## src/rtl/ingress_pkt_parser.sv

```systemverilog
// ingress_pkt_parser: parses DA/SA/LEN/payload/PAR frames, buffers them and forwards good packets to egress queues
module ingress_pkt_parser #(
  parameter int MAX_LEN = 16
) (
  input  logic        fast_clk,
  input  logic        reset_b,
  input  logic        data_valid,
  input  logic [7:0]  data,
  output logic        data_stall,
  input  logic [7:0]  port_addr0,
  input  logic [7:0]  port_addr1,
  input  logic [7:0]  port_addr2,
  input  logic [7:0]  port_addr3,
  input  logic [3:0]  q_full,
  output logic        q_wr_en,
  output logic [1:0]  q_wr_port,
  output logic [7:0]  q_wr_data,
  output logic        q_sop,
  output logic        q_eop,
  output logic        pkt_drop,
  output logic [1:0]  drop_code,
  output logic [15:0] fwd_cnt,
  output logic [15:0] drop_cnt
);
  localparam int DEPTH = MAX_LEN + 3;
  localparam int AW = $clog2(DEPTH);
  typedef enum logic [2:0] {IDLE, SA, LEN, PAY, PAR, FWD} state_t;
  state_t state;
  logic [7:0] mem [DEPTH];
  logic [AW-1:0] wr_ptr, rd_ptr;
  logic [7:0] len, cnt, xr;
  logic [1:0] port, m_port;
  logic hit, m_hit, acc, last, bad_len, bad_par;
  assign data_stall = state == FWD;
  assign acc = data_valid && !data_stall;
  assign last = 8'(rd_ptr) == len + 8'd2;
  assign bad_len = data == 8'd0 || data > 8'(MAX_LEN);
  assign bad_par = (xr ^ data) != 8'd0;
  assign q_wr_port = port;
  // lowest-index port whose address equals the incoming byte (used only on DA)
  always_comb begin
    m_port = data == port_addr0 ? 2'd0 : data == port_addr1 ? 2'd1 : data == port_addr2 ? 2'd2 : 2'd3;
    m_hit = data == port_addr0 || data == port_addr1 || data == port_addr2 || data == port_addr3;
  end
  // packet buffer: DA, SA, LEN and payload; PAR is checked but never stored
  always_ff @(posedge fast_clk)
    if (acc && state != PAR) mem[wr_ptr] <= data;
  // frame parser, forwarder and counters
  always_ff @(posedge fast_clk or negedge reset_b) begin
    if (!reset_b) begin
      state <= IDLE;
      wr_ptr <= '0;
      rd_ptr <= '0;
      len <= '0;
      cnt <= '0;
      xr <= '0;
      port <= '0;
      hit <= 1'b0;
      q_wr_en <= 1'b0;
      q_wr_data <= '0;
      q_sop <= 1'b0;
      q_eop <= 1'b0;
      pkt_drop <= 1'b0;
      drop_code <= '0;
      fwd_cnt <= '0;
      drop_cnt <= '0;
    end else begin
      q_wr_en <= 1'b0;
      q_sop <= 1'b0;
      q_eop <= 1'b0;
      pkt_drop <= 1'b0;
      case (state)
        IDLE: if (acc) begin
          xr <= data;
          port <= m_port;
          hit <= m_hit;
          wr_ptr <= wr_ptr + 1'b1;
          state <= SA;
        end
        SA: if (acc) begin
          xr <= xr ^ data;
          wr_ptr <= wr_ptr + 1'b1;
          state <= LEN;
        end
        LEN: if (acc) begin
          xr <= xr ^ data;
          len <= data;
          cnt <= data;
          wr_ptr <= bad_len ? '0 : wr_ptr + 1'b1;
          pkt_drop <= bad_len;
          drop_code <= bad_len ? 2'b01 : drop_code;
          drop_cnt <= drop_cnt + 16'(bad_len && drop_cnt != 16'hFFFF);
          state <= bad_len ? IDLE : PAY;
        end
        PAY: if (acc) begin
          xr <= xr ^ data;
          wr_ptr <= wr_ptr + 1'b1;
          cnt <= cnt - 8'd1;
          state <= cnt == 8'd1 ? PAR : PAY;
        end
        PAR: if (acc) begin
          wr_ptr <= '0;
          rd_ptr <= '0;
          pkt_drop <= bad_par || !hit;
          drop_code <= bad_par ? 2'b11 : !hit ? 2'b10 : drop_code;
          drop_cnt <= drop_cnt + 16'((bad_par || !hit) && drop_cnt != 16'hFFFF);
          state <= bad_par || !hit ? IDLE : FWD;
        end
        FWD: if (!q_full[port]) begin
          q_wr_en <= 1'b1;
          q_wr_data <= mem[rd_ptr];
          q_sop <= rd_ptr == '0;
          q_eop <= last;
          rd_ptr <= rd_ptr + 1'b1;
          fwd_cnt <= fwd_cnt + 16'(last && fwd_cnt != 16'hFFFF);
          state <= last ? IDLE : FWD;
        end
        default: state <= IDLE;
      endcase
    end
  end
endmodule

```

## config.mk

```make
export PLATFORM = sky130hd
export DESIGN_NAME = ingress_pkt_parser
export DESIGN_NICKNAME = d
export VERILOG_FILES = /design/src/rtl/ingress_pkt_parser.sv
export SDC_FILE = /design/constraint.sdc
export NUM_CORES = 1
export LEC_CHECK = 0
export BUFFER_PORTS_ARGS = -buffer_cell sky130_fd_sc_hd__buf_2
export CORE_MARGIN = 2
export CORE_UTILIZATION = 47
export CTS_CLUSTER_SIZE = 28
export DETAILED_ROUTE_END_ITERATION = 12
export HOLD_SLACK_MARGIN = 0.02
export PLACE_DENSITY = 0.75
export SLEW_MARGIN = 40
export SYNTH_ARGS = -nofsm -noshare
export SYNTH_HDL_FRONTEND = slang
export SYNTH_SLANG_ARGS = --single-unit
```

## constraint.sdc

```tcl
create_clock -name fast_clk -period 5 [get_ports fast_clk]
set_input_delay 0.75 -clock fast_clk [delete_from_list [all_inputs] [get_ports fast_clk]]
set_output_delay 0.75 -clock fast_clk [all_outputs]
set_load 0.1 [all_outputs]
```

==> impl_metrics.ini <==
[outcome]
status = completed

[critical_path]
cp_common_cell = ha_1
slowest_stage = dfrtp_1
worst_ep_arrival_time_ns = 3.42
cp-start-kind = flip-flop
worstPathRequired_ns = 5.43
crit_buf_inv = 0
r2r_setup_slack_ns = 2.01
cp_top_family = compound AO/OA/AOI/OAI gates
worstSetupEndpointType = flip-flop
crit_type = flip-flop to flip-flop
slowest_delay_ns = 0.43
cp_max_fo = 5
worstPathCellList = ha_1 -> o21ba_2 -> a221oi_1 -> o211ai_1 -> nor3_1 -> o31a_1 -> ha_1 -> ha_1 -> nand3_1 -> nor2_1 -> xor2_1

[sta]
hold_viol_final = 0
setup_tns_ns = 0
finalCritPeriodShare_pct = 59.8
maxSlewHeadroom_pct = 41.6
drv_slew = 0
tightest_slew_ns = 0.873
max_freq_ghz = 0.335
rsz0062_at_grt = no
skew_ns = 0.0248
setup_ws_ns = 2.01
setup_viol = 0
fin_crit_ns = 2.99

[global_routing]
grt_pass1_vias = 6825
grt_pass1_wl_um = 37300
grt_max_degree = 60
overflow = 0
grt_use_total_pct = 19.8
antenna_found_initial = 0

[synth]
synthAdderAreaFrac_pct = 1.52
synth.top_cells.by_area = edfxtp_1, dfrtp_1, xor2_1, mux2i_1, mux4_2
synth_compound_area_share_pct = 6.72
synth_top_family_by_area = simple AND/OR/NAND/NOR gates
synth-async-reset-ratio_pct = 36.1
syn_nets = 847
synth.avg_cell_area_um2 = 13.6
synth_mux_area_share_pct = 9.76
synth_edf_count = 152
syn_area_um2 = 10700
ys_types = 55
yosysSeqAreaShare_pct = 63.0
synthSimpleGateAreaFrac_pct = 9.84
ys_ff_latch = 238
synthCells = 787
yosysTopAreaCell = edfxtp_1
synth_top_area_share_pct = 42.8
synth_xor_area_share_pct = 6.90
ys.flop_type = edfxtp_1
yosys_warnings = 0

[placed_design]
place_area_um2 = 11400
dp_hpwl_um = 15600
place.gp.congestion = 0.870
dp.cells = 1138
post-place-ws_ns = 1.82
port_buffers = 95

[detailed_routing]
via_per_inst = 5.70
ant_nets = 0
first_pass_iters = 5
drt_iter0_drc = 636
routed_wl_um = 23500
wire_per_inst_um = 19.9
num_vias = 6734
drc = 0

[clocking]
post-cts-setup-buffers = 0
clock_latency_ns = 0.53
cts_root_buf = clkbuf_16
cts.sinks = 238
cts_buffers = 24
clock_path_buffers = 3
hold_buffers = 0
path_clk_slew_ns = 0.06
htree_levels = 1
cts_tree = done
ctsResizeCount = 0

[floorplanning]
die_h_um = 155
ios = 96
initial_core_util_pct = 47.6
fp.dieW_um = 155
fp.dieArea_um2 = 23900
rows = 55
coreArea_um2 = 22400

[layout]
final_nets = 939
n_fill_cell = 1806
final_area_um2 = 12300
diodes = 0
syn2layout_area_growth_pct = 14.8
stdcell_count = 1182
drive_gt1_share_pct = 22.6
seq_area_um2 = 6720
multiInputGateArea_um2 = 3730
final_common_cell = edfxtp_1
final_cell_mix = edfxtp_1, buf_2, dfrtp_1

[job]
maxCapViolCount = 0

[power]
p_sw_w = 0.00228
finalPower_w = 0.00644
p_int_w = 0.00415
clock_power_share_pct = 28.4
seqPwrFrac_pct = 41.0
combinationalPowerShare_pct = 30.6
ir_worst_vdd_uv = 406
swShare_pct = 35.5
p_leak_nw = 4.74
powerDensity_nw_per_um2 = 525

[worst_hold_path]
hold_path_class = input pin to asynchronous set/reset pin
## flip-flops by register name, indices dropped and copies added (netlist names), 2 cells and up
register and flops:
mem 152, drop_cnt 16, fwd_cnt 16, rd_ptr 5, wr_ptr 5, drop_code 2, q_wr_port 2, state 3
q_wr_data 8, cnt 8, len 8, xr 8
## final cells by class
type / count / share of cell area [%]
clock inverter: 8 / 0.878
timing repair buffer: 106 / 4.71
multi-input combinational: 496 / 30.4
inverter: 13 / 0.398
sequential: 238 / 54.8
tap: 285 / 2.91
clock buffer: 36 / 5.85
## per-layer routing
metal / track usage, % / up-vias / part of all wire [%]
met2: 33.2 / 224 / 49
li1: - / 3099 / -
met5: 0 / - / 0
met4: 5.95 / 0 / 2.2
met1: 26.5 / 3371 / 43
met3: 3.64 / 40 / 6.1
## cells in the mapped netlist (2+ instances only)
master and number:
a21oi_1 19, a221oi_1 9, a22oi_1 18, a311oi_1 8
a31oi_1 11, and2_1 4, and3_1 8, and4_1 2
buf_1 3, buf_2 16, buf_4 7, clkbuf_1 13
dfrtp_1 86, edfxtp_1 152, ha_1 13, inv_1 13
mux2_2 22, mux2i_1 41, mux4_2 17, nand2_1 43
nand2b_1 6, nand3_1 17, nand3b_1 3, nand4_1 19
nor2_1 80, nor2_2 2, nor2b_1 4, nor3_1 7
nor4_1 10, o21a_1 2, o21ai_0 24, o22ai_1 2
or3b_2 2, xnor2_1 34, xor2_1 50
## power groups by stage
stage / clock, W / sequential, W / combinational [W]
floorplan: 0 / 0.00302 / 0.00116
global placement: 0 / 0.00267 / 0.00192
detailed placement: 0 / 0.00267 / 0.00196
CTS: 0.00186 / 0.00264 / 0.00197
global route: 0.00194 / 0.00268 / 0.00212
finish: 0.00183 / 0.00264 / 0.00197
## metrics by stage
stage                     utilization (%)  hold slack (ns)
after floorplan                         -            0.454
after global placement               50.7            0.475
after detailed placement             50.9            0.479
after CTS                            54.6            0.226
after global routing                 54.6            0.250
final                                54.6            0.225
## final timing paths
kind,from,to,depth (start not counted)
max in group asynchronous,reset_b,drop_cnt[0]$_DFFE_PN0P_,2
setup reg to reg,len[1]$_DFFE_PN0P_,fwd_cnt[12]$_DFFE_PN0P_,11
setup / recovery,len[1]$_DFFE_PN0P_,fwd_cnt[12]$_DFFE_PN0P_,11
min in group fast_clk,fwd_cnt[13]$_DFFE_PN0P_,fwd_cnt[13]$_DFFE_PN0P_,1
hold reg to reg,fwd_cnt[13]$_DFFE_PN0P_,fwd_cnt[13]$_DFFE_PN0P_,1
hold / removal,reset_b,q_wr_port[1]$_DFFE_PN0P_,1
## worst reg2reg max path, cell delays in order (launching register included)
cell and delay (ns):
dfrtp_1 0.43, ha_1 0.28, o21ba_2 0.23, a221oi_1 0.29, o211ai_1 0.15, nor3_1 0.33, o31a_1 0.19, ha_1 0.24
ha_1 0.28, nand3_1 0.17, nor2_1 0.16, xor2_1 0.17
## cells by family after synthesis
kind of cell / after synthesis
simple gates: 215
xor+xnor: 84
flops: 238
mux: 80
buf+inv: 53
fa+ha+maj: 13
compound gates: 104
Note: power is estimated with default switching activity, not from simulation.
